## src/rtl/note_sequencer.sv

```systemverilog
// note_sequencer: plays a 16-step melody into a tone oscillator.
// Ports: clk, rst_n (sync, low); start/stop/loop_en/seq_last control;
//   wr_en/wr_addr/wr_data program the step memory (idle only);
//   load/note strobe the oscillator; busy, done, step report status.
module note_sequencer #(
  parameter int TICK_DIV = 3_125_000
) (
  input  logic       clk,
  input  logic       rst_n,
  input  logic       start,
  input  logic       stop,
  input  logic       loop_en,
  input  logic [3:0] seq_last,
  input  logic       wr_en,
  input  logic [3:0] wr_addr,
  input  logic [7:0] wr_data,
  output logic       load,
  output logic [4:0] note,
  output logic       busy,
  output logic       done,
  output logic [3:0] step
);

  localparam int TW = (TICK_DIV > 2) ? $clog2(TICK_DIV) : 1;
  localparam logic [TW-1:0] TICK_MAX = TW'(TICK_DIV - 1);

  typedef enum logic [1:0] {
    IDLE,
    LOAD,
    HOLD,
    FINISH
  } state_t;

  state_t        state;
  logic [7:0]    mem [16];
  logic [3:0]    last;
  logic [2:0]    dur;
  logic [TW-1:0] tick;

  logic          wrap;
  logic [3:0]    step_nx;
  logic [4:0]    first_note;

  assign wrap    = (tick == TICK_MAX);
  assign step_nx = step + 4'd1;

  // A write accepted alongside start must already be visible to step 0.
  assign first_note = (wr_en && wr_addr == 4'd0) ?
                      wr_data[4:0] : mem[0][4:0];

  always_ff @(posedge clk) begin
    if (!rst_n) begin
      state <= IDLE;
      load  <= 1'b0;
      note  <= 5'd0;
      busy  <= 1'b0;
      done  <= 1'b0;
      step  <= 4'd0;
      last  <= 4'd0;
      dur   <= 3'd0;
      tick  <= '0;
      for (int i = 0; i < 16; i++) begin
        mem[i] <= 8'h00;
      end
    end else begin
      load <= 1'b0;
      done <= 1'b0;
      unique case (state)
        IDLE: begin
          if (wr_en) begin
            mem[wr_addr] <= wr_data;
          end
          if (start && !stop) begin
            last  <= seq_last;
            step  <= 4'd0;
            note  <= first_note;
            load  <= 1'b1;
            busy  <= 1'b1;
            state <= LOAD;
          end
        end
        LOAD: begin
          dur  <= mem[step][7:5];
          tick <= '0;
          if (stop) begin
            load  <= 1'b1;
            note  <= 5'd0;
            done  <= 1'b1;
            state <= FINISH;
          end else begin
            state <= HOLD;
          end
        end
        HOLD: begin
          tick <= wrap ? '0 : tick + 1'b1;
          if (stop) begin
            load  <= 1'b1;
            note  <= 5'd0;
            done  <= 1'b1;
            state <= FINISH;
          end else if (wrap) begin
            if (dur != 3'd0) begin
              dur <= dur - 3'd1;
            end else if (step != last) begin
              step  <= step_nx;
              note  <= mem[step_nx][4:0];
              load  <= 1'b1;
              state <= LOAD;
            end else if (loop_en) begin
              step  <= 4'd0;
              note  <= mem[0][4:0];
              load  <= 1'b1;
              state <= LOAD;
            end else begin
              load  <= 1'b1;
              note  <= 5'd0;
              done  <= 1'b1;
              state <= FINISH;
            end
          end
        end
        FINISH: begin
          busy  <= 1'b0;
          state <= IDLE;
        end
        default: state <= IDLE;
      endcase
    end
  end

endmodule

```

## config.mk

```make
export PLATFORM = sky130hd
export DESIGN_NAME = note_sequencer
export DESIGN_NICKNAME = d
export VERILOG_FILES = /design/src/rtl/note_sequencer.sv
export SDC_FILE = /design/constraint.sdc
export NUM_CORES = 1
export LEC_CHECK = 0
export CAP_MARGIN = 5
export CORE_ASPECT_RATIO = 1.5
export CORE_UTILIZATION = 56
export CTS_CLUSTER_DIAMETER = 150
export DETAILED_ROUTE_END_ITERATION = 10
export DONT_BUFFER_PORTS = 1
export PLACE_DENSITY = 0.78
export SLEW_MARGIN = 20
export SYNTH_ARGS = -nofsm -noshare
export SYNTH_HDL_FRONTEND = slang
export SYNTH_SLANG_ARGS = --single-unit
```

## constraint.sdc

```tcl
create_clock -name clk -period 5.3 [get_ports clk]
set_clock_uncertainty 0.1 [all_clocks]
set_input_delay 1.06 -clock clk [delete_from_list [all_inputs] [get_ports clk]]
set_output_delay 1.06 -clock clk [all_outputs]
set_load 0.05 [all_outputs]
```

=== Yosys cells after proc, flatten, opt, wreduce, memory -nomap -nowiden ===
Memory sizes are Yosys's and may differ from the RTL's. A register that Yosys moved wholly into a read port is not among the register bits.
Index checks and enable logic that the tools add are counted.

* Bits in registers: 43
* Bits of input ports: 22
* Output and inout port bits: 12
* Bits in writable memories: 128
* Memories: 1

* Multiplexer cells: 54
* Add/sub/neg operators: 3
* Equality and inequality tests: 14
* Reduce and logical (&&, ||, !) cells: 17

{| class="wikitable"
|+ Memory list
! name !! depth !! width !! read ports !! clocked after Yosys merged registers in !! wr ports !! line !! RTL
|-
| mem || 16 || 8 || 3 || 1 || 16 || 35 || <nowiki>logic [7:0] mem [16];</nowiki>
|}

{| class="wikitable"
|+ Operator list
! operator !! count
|-
| $pmux W22 S2 || 1
|-
| $mux W5 || 8
|-
| $mux W4 || 9
|-
| $add A22 B1 Y22 const B || 1
|-
| $eq A22 B22 Y1 const B || 1
|-
| $mux W22 || 1
|-
| $mux W1 || 18
|-
| $pmux W5 S3 || 1
|-
| $mux W2 || 6
|-
| $ne A2 B2 Y1 const B || 6
|-
| $mux W3 || 3
|-
| $ne A3 B3 Y1 const B || 3
|-
| $mux W8 || 1
|-
| $pmux W2 S4 || 1
|-
| $pmux W4 S2 || 1
|-
| $reduce_or A8 Y1 || 1
|-
| $pmux W3 S2 || 1
|-
| $reduce_and A6 Y1 || 1
|-
| $reduce_bool A2 Y1 || 3
|-
| $reduce_bool A3 Y1 || 2
|-
| $reduce_and A5 Y1 || 1
|-
| $add A4 B1 Y4 const B || 1
|-
| $eq A2 B2 Y1 const B || 2
|-
| $logic_not A4 Y1 || 1
|-
| 11 further kinds || 14
|}

=== Longest topological paths before layout ===
Gate-level depths: netlist of the first run.

* Depth after elaboration: 8
* Gate-level depth with buffers: 10
* Mapped depth without buffers: 8

=== Least setup slack after synthesis of the first run ===
No wires, ideal clock.

* Kind: input port to flip-flop
* From: input port wr_addr[3]
* To: register note[1]
* Stages: 6
* Path slack: 2,525 ps
* Library setup time: 146 ps
* Arrival: 2,529 ps
* Cell sequence: or2_1 > buf_2 > nor4b_4 > mux2_2 > a221oi_1 > a31oi_1

* Word-level cells in the longest chain between the ends: 5

{| class="wikitable"
|+ RTL lines
! element !! line !! RTL
|-
| from (decl) || 15 || <nowiki>input logic [3:0] wr_addr,</nowiki>
|-
| $logic_not A4 Y1 || 48 || <nowiki>assign first_note = (wr_en && wr_addr == 4'd0) ?</nowiki>
|-
| $logic_and A1 B1 Y1 || 48 ||
|-
| $mux W5 || 48 ||
|-
| $mux W5 || 73 || <nowiki>if (start && !stop) begin</nowiki>
|-
| $pmux W5 S3 || 68 || <nowiki>unique case (state)</nowiki>
|-
| to (signal assigned) || 76 || <nowiki>note <= first_note;</nowiki>
|-
| to (signal assigned) || 106 || <nowiki>note <= mem[step_nx][4:0];</nowiki>
|-
| to (signal assigned) || 111 || <nowiki>note <= mem[0][4:0];</nowiki>
|-
| to (decl) || 18 || <nowiki>output logic [4:0] note,</nowiki>
|}

Every way passes these cells. The select of a mux whose other input is x is not followed.
A chain may end at the register's enable or synchronous reset.

=== Final worst setup path of the first run ===
* From: register step[0]
* To: register note[0]

* Word-level cells in the longest chain between the ends: 7
* Elaborated cells on any way between the ends: 8

{| class="wikitable"
|+ RTL lines
! element !! line !! RTL
|-
| from (decl) || 21 || <nowiki>output logic [3:0] step</nowiki>
|-
| from (signal assigned) || 105 || <nowiki>step <= step_nx;</nowiki>
|-
| $add A4 B1 Y4 || 45 || <nowiki>assign step_nx = step + 4'd1;</nowiki>
|-
| $mem_v2 Z16 W8 || n/a ||
|-
| $mux W5 (*) || 104 || <nowiki>end else if (step != last) begin</nowiki>
|-
| $mux W5 (*) || 102 || <nowiki>if (dur != 3'd0) begin</nowiki>
|-
| $mux W5 (*) || 101 || <nowiki>end else if (wrap) begin</nowiki>
|-
| $mux W5 (*) || 96 || <nowiki>if (stop) begin</nowiki>
|-
| $pmux W5 S3 (*) || 68 ||
|}

Every way passes the cells marked *; elsewhere a longest branch is shown, timed or not. The select of a mux whose other input is x is not followed.

==> results of run 1 <==
==> final cells by class <==
type,count,area share (%)
multi-input combinational,435,37.0
clock inverter,15,2.11
clock buffer,17,4.66
sequential,175,52.4
inverter,14,0.576
tap,196,2.69
timing repair buffer,6,0.494
==> cells by family after synthesis <==
family | count (synthesis)
AOI/OAI and AO/OA | 63
xor gates and xnor gates | 24
adders and majority gates | 9
buffers and inverters | 43
DFF | 175
muxes | 59
and+or+nand+nor | 280
==> sequential cells by signal, indices dropped and copies added, names as in the netlist, 2 cells and up, named ones only <==
signal / flops
step: 4
last: 4
dur: 3
tick: 22
state: 2
mem: 128
note: 5
==> per-stage QoR <==
step                area (um2)  hold WS [ns]  setup WS [ns]
global placement          8510         0.392           2.13
CTS                       9130         0.416           1.99
finish                    9130         0.413           2.02
detailed placement        8510         0.407           2.03
global route              9130         0.442           1.80
floorplan                 8380         0.375           2.53
==> power by group through the flow <==
| stage | Clock [W] | Combinational [W] | Sequential [W] |
|---|---|---|---|
| after floorplan | 0 | 0.000290 | 0.00165 |
| after global placement | 0 | 0.000348 | 0.00167 |
| after detailed placement | 0 | 0.000362 | 0.00168 |
| after CTS | 0.00132 | 0.000363 | 0.00165 |
| after global routing | 0.00138 | 0.000399 | 0.00166 |
| final | 0.00131 | 0.000366 | 0.00165 |
==> cells in the final DEF (no fill, tap or decap), types with 16 or more instances in the layout <==
master,synthesis,routed
nor2_1,62,62
clkbuf_16,0,17
nand2_1,21,21
mux2i_1,16,16
o21ai_0,30,20
dfxtp_1,47,46
edfxtp_1,128,128
and2_1,129,129
mux4_2,31,31
==> per-layer routing <==
layer	share of wire (%)	vias up	global-route usage, %
met5	0	-	0
met4	4.2	0	14.3
met3	6.3	51	5.73
met2	55	204	48.4
met1	35	2611	27.3
li1	-	2370	-
==> worst max-delay path, stage by stage (launching register included) <==
cell      delay, ns
dfxtp_2        0.89
ha_1           0.93
mux4_2         0.43
mux2_1         0.31
a222oi_1       0.34
a31oi_1        0.12
==> worst max path at each step <==
stage	start	end	cells after the start
after detailed placement	step[0]	note[0]	5
after CTS	step[0]	note[0]	5
after floorplan	wr_addr[3]	note[1]	6
after global placement	step[0]	note[0]	5
after global routing	step[0]	note[3]	5
final	step[0]	note[0]	5
==> cells in the mapped netlist (5+ instances only) <==
master and instances:
xor2_1 11, xnor2_1 13, dfxtp_1 47, ha_1 9
inv_1 14, mux4_2 31, nor2_1 62, or2_1 5
nand3_1 14, nand4_1 8, o21ai_0 30, clkbuf_1 16
a21oi_1 6, mux2i_1 16, mux2_2 8, nand2b_1 6
and2_1 129, nand2_1 21, a31oi_1 5, edfxtp_1 128
==> results.md, run 1 <==
- Status: completed
- Netlist cell types: 61
- Synth area leader: edfxtp_1
- Antenna Cells: 0
- Synthesized instance count: 653
- Final net count: 680
- Main combinational cell family by area after synthesis: simple AND/OR/NAND/NOR gates
- Unrepaired setup endpoints after global routing: no
- Worst slew margin: 33.6%
- Detailed-route via count: 5,236
- FF-to-FF End: note[0]
- Clk pwr share: 39.4%
- Crit-path max FO: 21
- Static leakage: 3.20 nW
- XOR/XNOR share of the synthesized area: 2.51%
- Area Growth Syn to Fin: 8.96%
- Layout cells sized above 1: 14.7%
- Die ar.: 15,500 um2
- Core footprint: 14,600 um2
- Hold Vio Cnt, Final: 0
- CTS Buf Count: 17
- Depth of the CTS H-tree: 4
- Reg area: 4790 um2
- Post-synth top area share: 45.9%
- Final WL: 18.8 mm
- Synth warn: 0
- Synthesized net count: 684
- Port buffer count: 0
- Largest net degree at the start of global routing: 32
- CTS root buf: clkbuf_16
- # Post-CTS Setup Buffers: 0
- DRC Markers: 0
- Worst r2r src: step[0]
- Worst Tran Pin Value: 0.996 ns
- Number of flops mapped to enable cells by yosys: 128
- FF+latch count, synth: 175
- Peak VDD IR: 0.261 mV
- Row count: 54
- Share of power burned in registers: 49.6%
- Fill count: 1,104
- Register area share after synthesis: 57.1%
- Final setup vio count: 0
- Setup TNS: 0 ns
- Hold Crit Class: flip-flop to flip-flop
- Syn Area/Cell: 12.8 um2
- Overall routing resource usage: 26.3%
- CTS Hold Bufs: 0
- FF-to-FF setup slack: 2.02 ns
- Die Span Y: 152 um
- Power Internal: 0.00243 W
- Clock latency reported for the late side of the worst-skew pair: 0.44 ns
- Post-layout min period: 3.28 ns
- Final core area utilization: 62.5%
- Synth Area in Compound Gates: 5.02%
- CP required: 5.48 ns
- CTS tree: yes
- DR WL/cell: 22.0 um
- 1st-pass router iterations: 5
- Sw Ratio: 27.0%
- Number of routed nets with antenna violations: 0
- Die X: 102 um
- Ys flop type: edfxtp_1
- Reg2Reg Depth: 5
- Vias in the first global route: 5,516
- Max-Cap Viols: 0
- Post-synthesis mux area share: 12.0%
- Critical path data arrival time: 3.46 ns
- Slew Viols, Final: 0
- Psw: 0.000898 W
- Fmax: 0.305 GHz
- Hold Path Depth: 2
- Adder-cell share of the synthesized area: 1.34%
- First-pass GRT wire length: 29.1 mm
- PwrDens: 365 nW/um2
- Multi-input gate area: 3380 um2
- Pwr Total: 0.00333 W
- Gate power share: 11.0%
- Initial antenna violation count: 0
- Clock buffer depth: 2
- Post-CTS sizing: 0
- Final clock period utilization by the worst path: 61.8%
- Iter 0 DRT Violations: 388
- Vias/cell: 6.10
- Initial Util: 57.4%
- Simple-gate share of the synthesized area: 19.5%
- Non-Filler Instances: 858
- GP Congestion: 0.828
- CP endpoint kind: flip-flop
- Hold endpoint: tick[1]
- Ys async rst share: 0%
- Placed cell count: 826
- Clock transition at path regs: 0.06 ns
- Kind of critical path: flip-flop to flip-flop
- Grt ovf: 0
- Worst Min Path Start: tick[1]
- Post-DP HPWL: 13.5 mm
- Mapped Area: 8380 um2
- Clock Sinks: 175
- Top Ports: 34
- Synth top area cells: edfxtp_1, dfxtp_1, and2_1
- Startpoint Class: flip-flop
No activity file was read; power rests on OpenSTA's default activity.
==> run 2, diff against run 1 <==
ABC_AREA = 1   (was unset)
PLACE_DENSITY = 0.81   (was 0.78)
clock period = 2.8 ns   (was 5.3 ns; I/O delays follow)
==> run 2 against run 1 <==
  * Largest power group unchanged
  * Critical path type unchanged
  * Core utilization up 0.77 points
  * Flip-flop and latch count is the same
  * First-iteration DRC count up 99%
  * Critical endpoint is now mem[0][7]
==> results.md, run 2 <==
- Crit-path max FO: 9
- Vias/cell: 5.56
- Synthesized instance count: 1,026
- Placed cell count: 1,209
- Final net count: 1,060
- Final WL: 21.0 mm
- Port buffer count: 0
- Post-synth top area share: 44.1%
- 1st-pass router iterations: 6
- CP required: 2.81 ns
- Max reg flops: 128
- Reg area: 4790 um2
- Status: completed
- Ys async rst share: 0%
- Hold Vio Cnt, Final: 0
- Ys flop type: edfxtp_1
- Clk pwr share: 30.3%
- Slew Viols, Final: 0
- Synth area leader: edfxtp_1
- CTS tree: yes
- Kind of critical path: flip-flop to flip-flop
- Clock transition at path regs: 0.07 ns
- Synthesized net count: 1,057
- Largest net degree at the start of global routing: 42
- Layout cells sized above 1: 10.3%
- Met1 Use GR: 29.8%
- Share of power burned in registers: 40.5%
- Iter 0 DRT Violations: 773
- Synth cell count leaders: nand2_1, nor2_1, edfxtp_1
- Final setup vio count: 0
- Sw Ratio: 38.8%
- DR WL/cell: 16.9 um
- Pwr Total: 0.00813 W
- Row count: 55
- CTS Buf Count: 17
- Most used cell, CP: nand2_1
- Core footprint: 15,100 um2
- Worst path cell trace: inv_1 > ha_1 > nand3_1 > nor3_2 > nand2_1 > nand2_1
- Commonest cells after routing, fill and taps aside: nand2_1, nor2_1, edfxtp_1
- Die X: 104 um
- Gr busiest metal: met2
- Worst Tran Pin Value: 0.860 ns
- Synth warn: 0
- PwrDens: 848 nW/um2
- Hold Crit Class: primary input to flip-flop
- Power Internal: 0.00498 W
- Count leader, synth: nand2_1
- Setup TNS: 0 ns
- Registers with the most flip-flops: mem x128, tick x22, note x5
- # Post-CTS Setup Buffers: 0
- Area Growth Syn to Fin: 9.99%
- Crit path max-delay cell type: nor3_2
- Startpoint Class: flip-flop
- GP Congestion: 0.923
- Met3 GRT Util: 5.60%
- Commonest non-fill, non-tap cell in the layout: nand2_1
- Max-Cap Viols: 0
- Antenna Cells: 0
- Peak VDD IR: 0.578 mV
- Static leakage: 4.05 nW
- Grt ovf: 0
- Post-layout min period: 2.52 ns
- Vias in the first global route: 6,655
- Syn Area/Cell: 8.49 um2
- Overall routing resource usage: 27.5%
- First-pass GRT wire length: 33.5 mm
- CP endpoint kind: flip-flop
- FF-to-FF End: mem[0][7]
- CTS Hold Bufs: 0
- Netlist cell types: 42
- Psw: 0.00315 W
- Critical Path Max Stage Delay: 0.39 ns
- Post-CTS sizing: 0
- Worst r2r src: state[0]
- Die Span Y: 155 um
- Reg2Reg Depth: 6
- Critical path data arrival time: 2.53 ns
- Post-DP HPWL: 14.4 mm
- Fmax: 0.397 GHz
- CTS root buf: clkbuf_16
- CP Launch Point: state[0]
- Final clock period utilization by the worst path: 90.0%
- Unrepaired setup endpoints after global routing: no
- DRC Markers: 0
- Worst slew margin: 42.6%
- Mapped Area: 8710 um2
- End point of the critical path: mem[0][7]
- Gate power share: 29.2%
- Register area share after synthesis: 54.9%
- Number of flops mapped to enable cells by yosys: 128
- Clock buffer depth: 2
- FF+latch count, synth: 175
- Number of routed nets with antenna violations: 0
- Initial antenna violation count: 0
- Initial Util: 57.6%
- Top Ports: 34
- Met2 Resource Use GR: 48.3%
- FF-to-FF setup slack: 0.28 ns
- Depth of the CTS H-tree: 4
- Detailed-route via count: 6,894
- Multi-input gate area: 3300 um2
- Fill count: 1,162
- Non-Filler Instances: 1,241
- Clock Sinks: 175
- Synth top area cells: edfxtp_1, dfxtp_1, nand2_1
- Top reg by flops: mem
- Clock latency reported for the late side of the worst-skew pair: 0.44 ns
- Die ar.: 16,100 um2
==> run 2: cell types whose count changed after synthesis, sizes merged, moves of 11 or more <==
cell / before / now
mux2i: 16 / 0
nor3: 0 / 11
mux2: 12 / 0
nand3: 14 / 89
mux4: 31 / 0
nor2: 64 / 230
buf: 13 / 24
inv: 14 / 121
a21oi: 6 / 25
and2: 129 / 0
nand2: 21 / 237
xnor2: 13 / 2
==> run 2: worst max-delay path, delay by kind of cell, from the launching register on <==
| kind | cells | cell delay [ns] |
|---|---|---|
| buffers and inverters | 1 | 0.14 |
| flip-flops | 1 | 0.37 |
| AND/OR/NAND/NOR | 4 | 1.28 |
| adder cells (fa/ha/maj) | 1 | 0.29 |
==> run 2: kinds of logic (layout without fill, tap and decap cells) <==
| logic type | Yosys count | count (layout) | synth area share [%] |
|---|---|---|---|
| and+or+nand+nor | 582 | 582 | 29.1 |
| DFF | 175 | 175 | 54.9 |
| AOI/OAI and AO/OA | 84 | 84 | 5.50 |
| xor gates and xnor gates | 18 | 18 | 1.98 |
| buffers and inverters | 158 | 174 | 7.25 |
| adders and majority gates | 9 | 9 | 1.29 |
==> run 2: cell type report <==
class / instances / area share (%)
timing repair buffer: 21 / 1.64
clock inverter: 15 / 2.22
sequential: 175 / 49.9
clock buffer: 17 / 4.44
inverter: 121 / 4.77
tap: 199 / 2.60
multi-input combinational: 693 / 34.4
==> run 2: stage by stage <==
stage | setup slack [ns] | hold WS, ns | utilization (%) | cell area (um2)
2_1_floorplan | 0.694 | 0.344 | - | 8710
5_1_grt | 0.0944 | 0.137 | 63.3 | 9580
3_5_place_dp | 0.377 | 0.359 | 59.1 | 8950
6_report | 0.279 | 0.141 | 63.3 | 9580
3_3_place_gp | 0.472 | 0.354 | 59.1 | 8950
4_1_cts | 0.323 | 0.135 | 63.3 | 9580
==> run 2: power groups by stage <==
stage                     logic, W  clock network [W]  registers (W)
final                      0.00237            0.00247        0.00329
after global routing       0.00262            0.00256        0.00331
after CTS                  0.00232            0.00246        0.00329
after detailed placement   0.00229                  0        0.00335
after global placement     0.00227                  0        0.00334
after floorplan            0.00170                  0        0.00336
==> run 2: worst min path at each step <==
stage / from / endpoint / cells after the start
CTS: rst_n / step[0] / 2
floorplan: dur[1] / dur[1] / 2
global route: rst_n / step[0] / 2
finish: rst_n / note[3] / 2
detailed placement: dur[1] / dur[1] / 2
global placement: dur[1] / dur[1] / 2
==> run 2: routing by layer <==
| metal | share of wire (%) | up-vias |
|---|---|---|
| met4 | 5.9 | 0 |
| li1 | - | 3315 |
| met5 | 0 | - |
| met1 | 36 | 3109 |
| met3 | 8.0 | 104 |
| met2 | 50 | 366 |
==> run 3, diff against run 2 <==
CELL_PAD_IN_SITES_DETAIL_PLACEMENT = 0   (was unset)
CELL_PAD_IN_SITES_GLOBAL_PLACEMENT = 1   (was unset)
CORE_UTILIZATION = 44   (was 56)
PLACE_DENSITY = 0.83   (was 0.81)
==> run 3 against run 2 <==
  * First-iteration DRC count fell by 38%
  * Flip-flop and latch count did not move
  * Register-to-register slack better by 0.05 ns
  * Setup slack improved by 0.046 ns
  * Count of clock-buffer cells in the layout increased by 2
  * Non-clock buffer count rose by 6
  * Sequential power about the same
  * Critical path depth is the same
  * Clock power about the same
  * Sequential share of layout area down 0.42 points
  * Final cell count is 5.1% higher
  * Largest power group unchanged
==> results.md, run 3 (same netlist as run 2, synthesis figures left out) <==
- Commonest non-fill, non-tap cell in the layout: nand2_1
- Setup TNS: 0 ns
- Startpoint Class: flip-flop
- Clock Sinks: 175
- Registers with the most flip-flops: mem x128, tick x22, note x5
- Grt ovf: 0
- Post-CTS sizing: 0
- Depth of the CTS H-tree: 4
- Worst slew margin: 45.3%
- Top Ports: 34
- Static leakage: 4.07 nW
- Top reg by flops: mem
- Crit-path max FO: 9
- CTS Hold Bufs: 0
- CTS Buf Count: 17
- Worst path cell trace: inv_1 > ha_1 > nand3_1 > nor3_2 > nand2_1 > nand2_1
- Buf/Inv on CP: 1
- First-pass GRT wire length: 35.0 mm
- Area Growth Syn to Fin: 10.9%
- Critical Path Max Stage Delay: 0.36 ns
- Final WL: 22.7 mm
- Number of routed nets with antenna violations: 0
- Port buffer count: 0
- Placed cell count: 1,272
- Final core area utilization: 50.2%
- Core footprint: 19,200 um2
- GP Congestion: 0.852
- Die X: 117 um
- End point of the critical path: mem[14][0]
- CTS root buf: clkbuf_16
- Most used cell, CP: nand2_1
- Layout cells sized above 1: 10.6%
- Vias/cell: 5.12
- Unrepaired setup endpoints after global routing: no
- CTS tree: yes
- Hold Vio Cnt, Final: 0
- Reg2Reg Depth: 6
- Fmax: 0.404 GHz
- Iter 0 DRT Violations: 479
- Kind of critical path: flip-flop to flip-flop
- CP Depth: 6
- Worst r2r src: state[0]
- Initial Util: 45.3%
- CP required: 2.80 ns
- Final clock period utilization by the worst path: 88.4%
- Max-Cap Viols: 0
- FF-to-FF setup slack: 0.33 ns
- Critical path data arrival time: 2.48 ns
- Clock transition at path regs: 0.07 ns
- Final net count: 1,066
- Hold Path Depth: 2
- Crit path max-delay cell type: dfxtp_1
- Clock latency reported for the late side of the worst-skew pair: 0.44 ns
- FF-to-FF End: mem[14][0]
- Final setup vio count: 0
- Max reg flops: 128
- DR WL/cell: 17.4 um
- 1st-pass router iterations: 4
- Worst Tran Pin Value: 0.819 ns
- Commonest cells after routing, fill and taps aside: nand2_1, nor2_1, edfxtp_1
- Antenna Cells: 0
- Clock buffer depth: 2
- DRC Markers: 0
- Initial antenna violation count: 0
- Peak VDD IR: 0.367 mV
- Row count: 62
- Die Span Y: 174 um
- Die ar.: 20,400 um2
- CP top delay family: simple AND/OR/NAND/NOR gates
- Pwr Total: 0.00819 W
- Vias in the first global route: 6,708
- Slew Viols, Final: 0
- PwrDens: 847 nW/um2
- Non-Filler Instances: 1,304
- Overall routing resource usage: 23.9%
- CP endpoint kind: flip-flop
- Post-DP HPWL: 15.9 mm
- Status: completed
- Hold Crit Class: primary input to flip-flop
- Post-layout min period: 2.47 ns
- # Post-CTS Setup Buffers: 0
- Largest net degree at the start of global routing: 42
- Detailed-route via count: 6,680
- CP Launch Point: state[0]
run 3: final cells by class:
cell class | count | area, um2
clock inverter | 13 | 160
inverter | 121 | 457
tap | 256 | 320
sequential | 175 | 4790
clock buffer | 19 | 443
multi-input combinational | 693 | 3300
fill | 1879 | 9570
timing repair buffer | 27 | 203
run 3: metrics by stage:
step	instance area [um2]	setup slack [ns]	hold WS [ns]
2_1_floorplan	8710	0.694	0.344
3_3_place_gp	9060	0.422	0.353
3_5_place_dp	9060	0.343	0.360
4_1_cts	9670	0.317	0.143
5_1_grt	9670	0.135	0.138
6_report	9670	0.325	0.153
run 3: how the worst min path moves through the flow:
stage                start      to  slack [ns]
floorplan           dur[1]  dur[1]        0.34
global placement    dur[1]  dur[1]        0.35
detailed placement  dur[1]  dur[1]        0.36
CTS                  rst_n  dur[0]        0.14
global route         rst_n  dur[0]        0.14
finish               rst_n  dur[0]        0.15
run 3: routing by layer:
layer / GRT usage (%) / share of wire [%]
met1: 25.3 / 38
met2: 42.7 / 52
met5: 0 / 0
met3: 4.18 / 3.7
met4: 14.9 / 6.0
run 3: power breakdown:
part	switching [W]	internal [W]	total, W
logic	0.00172	0.000720	0.00244
registers	0.000323	0.00299	0.00331
clock network	0.00101	0.00143	0.00244
total	0.00305	0.00514	0.00819
